[src/rtl/md_sequencer.sv]
// md_sequencer: iterative 32-bit multiply / divide sequencer.
//
// One operation runs at a time. MUL is a 32-step shift-add producing a 64-bit
// product. DIV/REM is a 32-step restoring division. Both work on operand
// magnitudes, and a single FIXUP cycle then applies the sign. Divide-by-zero
// and signed overflow skip the iterative phase entirely.
//
// Ports:
//   clk_i, reset_i            clock, synchronous active-high reset
//   req_valid_i/req_ready_o   request handshake
//   req_op_i                  MUL / DIV / REM
//   req_in_1_signed_i,
//   req_in_2_signed_i         operand signedness
//   req_out_sel_i             LO / HI / REM result word select
//   req_in_1_i, req_in_2_i    operands (multiplicand/dividend, multiplier/divisor)
//   req_tag_i                 destination tag, echoed on the response
//   kill_i                    flush; abandons any operation in flight
//   resp_valid_o/resp_ready_i response handshake
//   resp_result_o, resp_tag_o registered result word and tag

`ifndef MD_OP_WIDTH
`define MD_OP_WIDTH 2
`define MD_OP_MUL 2'd0
`define MD_OP_DIV 2'd1
`define MD_OP_REM 2'd2
`endif

`ifndef MD_OUT_SEL_WIDTH
`define MD_OUT_SEL_WIDTH 2
`define MD_OUT_LO 2'd0
`define MD_OUT_HI 2'd1
`define MD_OUT_REM 2'd2
`endif

module md_sequencer (
  input  logic                         clk_i,
  input  logic                         reset_i,
  input  logic                         req_valid_i,
  output logic                         req_ready_o,
  input  logic [`MD_OP_WIDTH-1:0]      req_op_i,
  input  logic                         req_in_1_signed_i,
  input  logic                         req_in_2_signed_i,
  input  logic [`MD_OUT_SEL_WIDTH-1:0] req_out_sel_i,
  input  logic [31:0]                  req_in_1_i,
  input  logic [31:0]                  req_in_2_i,
  input  logic [5:0]                   req_tag_i,
  input  logic                         kill_i,
  output logic                         resp_valid_o,
  input  logic                         resp_ready_i,
  output logic [31:0]                  resp_result_o,
  output logic [5:0]                   resp_tag_o
);

  typedef enum logic [1:0] {
    IDLE    = 2'd0,
    COMPUTE = 2'd1,
    FIXUP   = 2'd2,
    DONE    = 2'd3
  } state_t;

  // Magnitude of a possibly-signed operand; unsigned values pass unchanged.
  function automatic logic [31:0] magnitude(input logic [31:0] val, input logic is_signed);
    if (is_signed && val[31]) begin
      return ~val + 32'd1;
    end else begin
      return val;
    end
  endfunction

  // One shift-add step: {hi, lo} holds partial product (hi) and the
  // not-yet-consumed multiplier bits (lo); the pair shifts right by one.
  function automatic logic [63:0] mul_step(input logic [31:0] hi, input logic [31:0] lo,
                                           input logic [31:0] mcand);
    logic [32:0] sum;
    if (lo[0]) begin
      sum = {1'b0, hi} + {1'b0, mcand};
    end else begin
      sum = {1'b0, hi};
    end
    return {sum, lo[31:1]};
  endfunction

  // One restoring-division step: hi is the partial remainder, lo shifts the
  // dividend out at the top while quotient bits enter at the bottom. The
  // remainder stays below the divisor, so the difference never needs bit 32.
  function automatic logic [63:0] div_step(input logic [31:0] hi, input logic [31:0] lo,
                                           input logic [31:0] divisor);
    logic [32:0] shifted;
    logic [32:0] diff;
    shifted = {hi, lo[31]};
    diff    = shifted - {1'b0, divisor};
    if (!diff[32]) begin
      return {diff[31:0], lo[30:0], 1'b1};
    end else begin
      return {shifted[31:0], lo[30:0], 1'b0};
    end
  endfunction

  // Final result word selection.
  function automatic logic [31:0] pick_result(input logic [`MD_OP_WIDTH-1:0] op,
                                              input logic [`MD_OUT_SEL_WIDTH-1:0] sel,
                                              input logic [63:0] prod,
                                              input logic [31:0] quot,
                                              input logic [31:0] rem);
    case (op)
      `MD_OP_MUL: return (sel == `MD_OUT_HI) ? prod[63:32] : prod[31:0];
      `MD_OP_DIV: return (sel == `MD_OUT_REM) ? rem : quot;
      `MD_OP_REM: return rem;
      default:    return 32'd0;
    endcase
  endfunction

  state_t                        state_r, next_state_s;
  logic [4:0]                    cnt_r;
  logic [`MD_OP_WIDTH-1:0]       op_r;
  logic [`MD_OUT_SEL_WIDTH-1:0]  sel_r;
  logic [5:0]                    tag_r;
  logic                          neg_res_r, neg_rem_r;
  logic [31:0]                   op_a_r, acc_hi_r, acc_lo_r;
  logic                          resp_valid_r;
  logic [31:0]                   resp_result_r;
  logic [5:0]                    resp_tag_r;

  logic                          accept_s, is_mul_s, div_zero_s, overflow_s, special_s;
  logic                          neg1_s, neg2_s;
  logic [31:0]                   mag1_s, mag2_s;
  logic [63:0]                   product_s;
  logic [31:0]                   quot_s, rem_s, fixup_result_s;

  assign req_ready_o   = (state_r == IDLE) && !reset_i && !kill_i;
  assign accept_s      = req_valid_i && req_ready_o;
  assign resp_valid_o  = resp_valid_r;
  assign resp_result_o = resp_result_r;
  assign resp_tag_o    = resp_tag_r;

  // Request decode: magnitudes, sign flags and short-circuit cases.
  always_comb begin
    is_mul_s   = (req_op_i == `MD_OP_MUL);
    neg1_s     = req_in_1_signed_i && req_in_1_i[31];
    neg2_s     = req_in_2_signed_i && req_in_2_i[31];
    mag1_s     = magnitude(req_in_1_i, req_in_1_signed_i);
    mag2_s     = magnitude(req_in_2_i, req_in_2_signed_i);
    div_zero_s = !is_mul_s && (req_in_2_i == 32'd0);
    overflow_s = !is_mul_s && req_in_1_signed_i && req_in_2_signed_i &&
                 (req_in_1_i == 32'h8000_0000) && (req_in_2_i == 32'hFFFF_FFFF);
    special_s  = div_zero_s || overflow_s;
  end

  // Sign fixup of the magnitude result and result word selection.
  always_comb begin
    product_s = {acc_hi_r, acc_lo_r};
    if (neg_res_r) begin
      product_s = ~product_s + 64'd1;
      quot_s    = ~acc_lo_r + 32'd1;
    end else begin
      quot_s    = acc_lo_r;
    end
    if (neg_rem_r) begin
      rem_s = ~acc_hi_r + 32'd1;
    end else begin
      rem_s = acc_hi_r;
    end
    fixup_result_s = pick_result(op_r, sel_r, product_s, quot_s, rem_s);
  end

  // Next-state logic; kill overrides everything.
  always_comb begin
    next_state_s = state_r;
    if (kill_i) begin
      next_state_s = IDLE;
    end else begin
      case (state_r)
        IDLE:    next_state_s = accept_s ? (special_s ? FIXUP : COMPUTE) : IDLE;
        COMPUTE: next_state_s = (cnt_r == 5'd31) ? FIXUP : COMPUTE;
        FIXUP:   next_state_s = DONE;
        DONE:    next_state_s = (resp_valid_r && resp_ready_i) ? IDLE : DONE;
        default: next_state_s = IDLE;
      endcase
    end
  end

  // State register.
  always_ff @(posedge clk_i) begin
    if (reset_i) begin
      state_r <= IDLE;
    end else begin
      state_r <= next_state_s;
    end
  end

  // Operand capture, iteration datapath and registered response.
  always_ff @(posedge clk_i) begin
    if (reset_i) begin
      cnt_r         <= 5'd0;
      op_r          <= `MD_OP_MUL;
      sel_r         <= `MD_OUT_LO;
      tag_r         <= 6'd0;
      neg_res_r     <= 1'b0;
      neg_rem_r     <= 1'b0;
      op_a_r        <= 32'd0;
      acc_hi_r      <= 32'd0;
      acc_lo_r      <= 32'd0;
      resp_valid_r  <= 1'b0;
      resp_result_r <= 32'd0;
      resp_tag_r    <= 6'd0;
    end else begin
      resp_valid_r <= (next_state_s == DONE);
      case (state_r)
        IDLE: begin
          if (accept_s) begin
            op_r      <= req_op_i;
            sel_r     <= req_out_sel_i;
            tag_r     <= req_tag_i;
            cnt_r     <= 5'd0;
            // Short-circuit results are already final: no sign fixup.
            neg_res_r <= !special_s && (neg1_s ^ neg2_s);
            neg_rem_r <= !special_s && neg1_s;
            if (div_zero_s) begin
              op_a_r   <= 32'd0;
              acc_hi_r <= req_in_1_i;
              acc_lo_r <= 32'hFFFF_FFFF;
            end else if (overflow_s) begin
              op_a_r   <= 32'd0;
              acc_hi_r <= 32'd0;
              acc_lo_r <= 32'h8000_0000;
            end else if (is_mul_s) begin
              op_a_r   <= mag1_s;
              acc_hi_r <= 32'd0;
              acc_lo_r <= mag2_s;
            end else begin
              op_a_r   <= mag2_s;
              acc_hi_r <= 32'd0;
              acc_lo_r <= mag1_s;
            end
          end
        end
        COMPUTE: begin
          cnt_r <= cnt_r + 5'd1;
          if (op_r == `MD_OP_MUL) begin
            {acc_hi_r, acc_lo_r} <= mul_step(acc_hi_r, acc_lo_r, op_a_r);
          end else begin
            {acc_hi_r, acc_lo_r} <= div_step(acc_hi_r, acc_lo_r, op_a_r);
          end
        end
        FIXUP: begin
          resp_result_r <= fixup_result_s;
          resp_tag_r    <= tag_r;
        end
        DONE: begin
          resp_result_r <= resp_result_r;
        end
        default: begin
          cnt_r <= 5'd0;
        end
      endcase
    end
  end

endmodule

[config.mk]
export PLATFORM = sky130hd
export DESIGN_NAME = md_sequencer
export DESIGN_NICKNAME = d
export VERILOG_FILES = /design/src/rtl/md_sequencer.sv
export SDC_FILE = /design/constraint.sdc
export NUM_CORES = 1
export LEC_CHECK = 0
export CORE_MARGIN = 2
export CORE_UTILIZATION = 30
export DETAILED_ROUTE_END_ITERATION = 8
export PLACE_DENSITY = 0.48
export SYNTH_ARGS = -nofsm -noshare
export SYNTH_HDL_FRONTEND = slang
export SYNTH_SLANG_ARGS = --single-unit
[constraint.sdc]
create_clock -name clk_i -period 3.6 [get_ports clk_i]
set_input_delay 0.54 -clock clk_i [delete_from_list [all_inputs] [get_ports clk_i]]
set_output_delay 0.54 -clock clk_i [all_outputs]
set_load 0.03 [all_outputs]
=== Yosys cells after proc, flatten, opt, wreduce, memory -nomap -nowiden ===
Index checks and enable logic that the tools add are counted.

* Add/subtract/negate cells: 8
* Equality and inequality tests: 12
* Mux-type cells: 31
* Reduce and logical (&&, ||, !) cells: 25
* Bitwise gates (word level): 6

{| class="wikitable"
|+ Operators with widths
! cell !! count
|-
| two-way mux 32 bit || 17
|-
| adder 32 x 1 -> 32 bit, second input constant || 4
|-
| two-way mux 64 bit || 2
|-
| inverter 32 bit || 4
|-
| case mux 32 bit (2 select lines) || 2
|-
| case mux 32 bit (3 select lines) || 1
|-
| adder 64 x 1 -> 64 bit, second input constant || 1
|-
| == test 32 bit, second input constant || 2
|-
| inverter 64 bit || 1
|-
| adder 32 x 32 -> 33 bit || 1
|-
| two-way mux 33 bit || 1
|-
| subtractor 33 x 32 -> 33 bit || 1
|-
| logical NOT 32 bit || 1
|-
| logical AND 1 bit || 13
|-
| == test 2 bit, second input constant || 5
|-
| two-way mux 2 bit || 5
|-
| case mux 5 bit (2 select lines) || 1
|-
| case mux 2 bit (4 select lines) || 1
|-
| == test 2 x 1 -> 1 bit, second input constant || 3
|-
| logical NOT 2 bit || 3
|-
| adder 5 x 1 -> 5 bit, second input constant || 1
|-
| == test 5 bit, second input constant || 1
|-
| two-way mux 5 bit || 1
|-
| logical NOT 1 bit || 4
|-
| other kinds (5) || 6
|}

* Logic and storage cells: 95
* Input bits: 81
* Bits in registers: 154
* Output and inout port bits: 40

=== Depth between registers and ports, before layout ===
* Depth after elaboration: 12
* Mapped depth: 13
* Gate-level depth less buffers: 12

=== Least setup slack after synthesis ===
OpenSTA, ideal clock, no wires.

* Kind: reg2reg
* Start: register acc_hi_r[0]
* End: register acc_hi_r[15]
* Path buffers: 2
* Library setup time: 0.131 ns
* Clock period less this slack: 3.216 ns
* Cell stages (with the launch flop): 14
* Slack: 0.384 ns
* Arrival time: 3.085 ns
* Required time: 3.469 ns
* Path through: dfxtp_1 clkbuf_1 inv_1 fa_1 nand2b_1 a21oi_1 o221ai_1 a21oi_1 a211oi_2 xor2_1 clkbuf_1 nor2_1 a211oi_1 o22ai_1

* Cells in the longest elaborated chain, start to end: 4
* Elaborated cells on any way between the ends: 6
* Those cells by class: add/sub (2); mux (4)

{| class="wikitable"
|+ Ends and longest elaborated chain
! item !! line !! text
|-
| start: declaration || 119 || <nowiki>logic [31:0] op_a_r, acc_hi_r, acc_lo_r;</nowiki>
|-
| start signal: assignment || 220 || <nowiki>acc_hi_r <= req_in_1_i;</nowiki>
|-
| start signal: assignment || 240 || <nowiki>{acc_hi_r, acc_lo_r} <= mul_step(acc_hi_r, acc_lo_r, op_a_r);</nowiki>
|-
| start signal: assignment || 242 || <nowiki>{acc_hi_r, acc_lo_r} <= div_step(acc_hi_r, acc_lo_r, op_a_r);</nowiki>
|-
| subtractor 33 x 32 -> 33 bit or adder 32 x 32 -> 33 bit (tied branches) || 91, 76 ||
|-
| two-way mux 64 bit or two-way mux 33 bit (tied branches) || 92, 75 ||
|-
| two-way mux 32 bit (*) || 239 || <nowiki>if (op_r == `MD_OP_MUL) begin</nowiki>
|-
| case mux 32 bit (2 select lines) (*) || 208 || <nowiki>case (state_r)</nowiki>
|}

Mark *: on every way between the ends. The rest lies on a longest branch, timed or not.
A chain may end at the register's enable or synchronous reset.

=== Worst setup path after layout ===
* Start: register op_a_r[10]
* End: register acc_hi_r[29]

* Cells in the longest elaborated chain, start to end: 4
* Elaborated cells on any way between the ends: 6
* Those cells by class: add/sub (2); mux (4)

{| class="wikitable"
|+ Ends and longest elaborated chain
! item !! line !! text
|-
| start: declaration || 119 ||
|-
| start signal: assignment || 227 || <nowiki>op_a_r <= mag1_s;</nowiki>
|-
| start signal: assignment || 231 || <nowiki>op_a_r <= mag2_s;</nowiki>
|-
| subtractor 33 x 32 -> 33 bit or adder 32 x 32 -> 33 bit (tied branches) || 91, 76 ||
|-
| two-way mux 64 bit or two-way mux 33 bit (tied branches) || 92, 75 ||
|-
| two-way mux 32 bit (*) || 239 ||
|-
| case mux 32 bit (2 select lines) (*) || 208 ||
|}

Marked as above.

==> flow_summary_export.csv <==
group,metric,value,unit
run_status,status,"finished clean",
sta,hold_violations,0,
placement,place_hpwl,59.62,mm
synth,synth_top_cells_by_area,"dfxtp_1 20%, nand2_1 7.9%, ha_1 5.9%",
layout,final_nets,2528,
cts,cts_inserted_buffers,17,
global_route,use_met1,35.82,%
placement,place.gp.congestion,0.9832,
sta,setup_viol,0,
global_route,grt_usage,27.70,%
setup_path,path_class,"flip-flop to flip-flop",
synth,ys_types,89,
synth,syn-cell-area,15180,um2
global_route,grt_pass1_wl,109.0,mm
floorplan,boundaryPins,121,
pwr,power.leakage,7.508,nW
floorplan,die_area,52420,um2
detailed_routing,avgViaCountPerCell,5.873,
detailed_routing,drc_errors,0,
cts,cts.htree.levels,4,
detailed_routing,ant_nets,0,
synth,ys_async_sr_fraction,0,%
synth,ys_warn_count,0,
cts,clock_latency,0.50,ns
setup_path,crit_path_top_delay_cell,"nor4_1",
setup_path,cp_cell_sequence,"buf_4 -> ha_1 -> nand3_1 -> nor4_1 -> o211ai_1 -> buf_4 -> a31oi_2 -> nor2_1 -> o211a_1 -> or4_1 -> a21oi_1 -> o21ai_0",
floorplan,rows,82,
pwr,p_comb_share,35.9,%
floorplan,core,50070,um2
placement,post-place-ws,-0.1127,ns
global_route,top_usage_layer,"met2",
setup_path,cp_slowest_stage_delay,0.55,ns
detailed_routing,drtIter0Drc,1886,
cts,cts_sinks,154,
detailed_routing,vias,17970,
pwr,p_clk_share,32.8,%
setup_path,crit_required,3.98,ns
global_route,grt_use_met3,4.092,%
synth,avgSynthCellArea,7.038,um2
global_route,grt_overflow_total,0,
setup_path,cp.arrival,3.97,ns
pwr,intPower,0.003635,W
sta,final.setup.tns,0,ns
layout,syn_to_final_growth,25.81,%
pwr,p_sw,0.002229,W
layout,final_layout_size_suffix_gt1_share,13.74,%
layout,utilization,38.15,%
pwr,power.share.sequential,31.3,%
floorplan,initial_core_util,30.32,%
hold_path,worstHoldStart,"reset_i",
synth,ys_ff_latch,154,
sta,period_needed,3.586,ns
synth,seq_area_frac_synth,20.31,%
synth,yosys.area.top_type,"dfxtp_1",
pwr,power,0.005864,W
pwr,switching_share,38.01,%
floorplan,die_w,229.0,um
setup_path,cp_max_fo,5,
global_route,grt_util_met2,42.98,%
global_route,grt_max_degree,83,
synth,syn-num-nets,2311,
placement,portBuffers,120,
detailed_routing,drt_wl_total,74.62,mm
setup_path,cp_common_cell,"buf_4",
layout,antenna_cells,0,
sta,min_period_over_period,99.60,%
sta,slew-limit-headroom,24.71,%
hold_path,hold_class,"input pin to flip-flop",
cts,clk_pin_slew_worst_paths,0.07,ns
synth,netlist_instances,2157,
cts,cts_buffer_depth,2,
detailed_routing,first_pass_iters,6,
synth,synth_edf_count,0,
sta,finalClockSkew,0.01499,ns
sta,worstMarginPinSlew,1.123,ns
synth,ys.flop_type,"dfxtp_1",
job,max_cap_viol_count,0,
sta,setup_slack,0.01443,ns
synth,netlist.area_leader.share,20.31,%
global_route,grt_pass1_vias,16730,
setup_path,crit_start,"op_a_r[10]$_SDFFE_PP0P_",
global_route,antenna_found_initial,2,
setup_path,timing.rr.start,"op_a_r[10]$_SDFFE_PP0P_",
floorplan,die_height,229.0,um
pwr,power_density,307.0,nW/um2
cts,cts_tree,"done",
setup_path,endpoint_kind,"flip-flop",
setup_path,startpoint_type,"flip-flop",
sta,max_clock_freq,278.9,MHz
detailed_routing,wl_per_cell,24.39,um
cts,clockRootBuffer,"clkbuf_16",
sta,slew_violations,0,
pwr,ir_drop,0.3570,mV
[Yosys cell counts, drive strengths merged, types with 31 or more instances]
cell / instances
a211oi: 31
a21o: 34
a21oi: 170
a22oi: 37
a31oi: 37
clkbuf: 132
dfxtp: 154
ha: 71
inv: 58
nand2: 319
nand3: 40
nor2: 173
nor3: 64
o21ai: 165
o31ai: 37
xnor2: 86
xor2: 99
[through the flow]
| stage | area, um2 | instances | hold WS, ns |
|---|---|---|---|
| finish | 19100 | 3059 | 0.3459 |
| global route | 19100 | 3059 | 0.3327 |
| CTS | 19060 | 3058 | 0.3154 |
| detailed placement | 18470 | 3026 | 0.4437 |
| global placement | 18470 | 3026 | 0.4365 |
| floorplan | 15180 | 2157 | 0.4322 |
[final cells by class]
| cell class | count | area, um2 |
|---|---|---|
| clock buffer | 20 | 446.7 |
| clock inverter | 12 | 140.1 |
| fill | 5416 | 30970 |
| inverter | 58 | 217.7 |
| multi-input combinational | 1789 | 11350 |
| sequential | 154 | 3085 |
| tap | 672 | 840.8 |
| timing repair buffer | 354 | 3018 |
[power groups by stage]
| stage | Sequential, W | Combinational, W | Clock (W) |
|---|---|---|---|
| finish | 0.00184 | 0.00210 | 0.00192 |
| floorplan | 0.00184 | 0.00115 | 0 |
| detailed placement | 0.00187 | 0.00205 | 0 |
| global route | 0.00184 | 0.00225 | 0.00200 |
| global placement | 0.00187 | 0.00205 | 0 |
| CTS | 0.00183 | 0.00207 | 0.00196 |
[critical path, delay by kind of cell, from the launching register on]
family	cells	cell delay (ns)
AO/OA/AOI/OAI	5	0.95
adder cells (fa/ha/maj)	1	0.36
buffers and inverters	2	0.36
flip-flops	1	0.35
AND/OR/NAND/NOR	4	1.43
[cell usage in the layout (no fill, tap or decap), types with 9 or more instances in the layout]
cell type	netlist	routed
nand2_1	318	317
buf_4	0	230
nor2_1	172	169
a21oi_1	169	167
dfxtp_1	154	152
o21ai_0	143	141
clkdlybuf4s50_1	0	119
xor2_1	99	98
xnor2_1	86	85
ha_1	71	71
nor3_1	62	62
inv_1	58	58
nand3_1	40	40
a22oi_1	37	37
o31ai_1	36	36
a31oi_1	37	36
a21o_1	34	34
a211oi_1	30	29
o22ai_1	28	28
mux2i_1	26	26
nor4_1	24	24
nand2b_1	24	24
o21ai_1	22	23
nand4_1	21	21
and3_1	20	20
or3_1	20	20
o211ai_1	20	20
nor2b_1	18	17
clkbuf_16	0	17
a221oi_1	14	14
a32oi_1	12	12
or4_1	10	10
and2_1	10	9
a311oi_1	9	9
o21a_1	9	9
a2111oi_0	9	9
[per-layer routing]
metal | vias to the layer above | part of all wire [%]
met2 | 857 | 44
met1 | 8584 | 42
met5 | - | 0.011
met3 | 186 | 7.1
li1 | 8336 | -
met4 | 2 | 7.0
[registers in the layout, indices dropped and copies added, names as in the netlist, 2 cells and up]
register and flops:
acc_hi_r 32, acc_lo_r 32, op_a_r 32, resp_result_o 32, resp_tag_o 6, tag_r 6
cnt_r 5, op_r 2, sel_r 2, state_r 2
[worst paths after layout]
check | to | slack, ns | depth (start not counted)
worst min-delay path | resp_result_o[25]$_SDFFE_PP0N_ | 0.35 | 2
worst max register to register | acc_hi_r[29]$_SDFFE_PP0P_ | 0.01 | 12
worst max-delay path | acc_hi_r[29]$_SDFFE_PP0P_ | 0.01 | 12
worst min register to register | resp_tag_o[3]$_SDFFE_PP0N_ | 0.45 | 2
[timing repair]
action,4_1_cts,5_1_grt
setup endpoints to repair,5,16
gates resized for setup,2,7
hold buffers,0,0
pin swaps,0,2
setup buffers,0,1
[cell families after synthesis]
kind of cell | count (synthesis) | synth area share, %
and+or+nand+nor | 790 | 24.67
AOI/OAI and AO/OA | 711 | 30.80
DFF | 154 | 20.31
xor gates and xnor gates | 185 | 10.67
muxes | 30 | 2.011
adders and majority gates | 73 | 6.116
buffers and inverters | 214 | 5.423
Note: power is estimated with default switching activity, not from simulation.
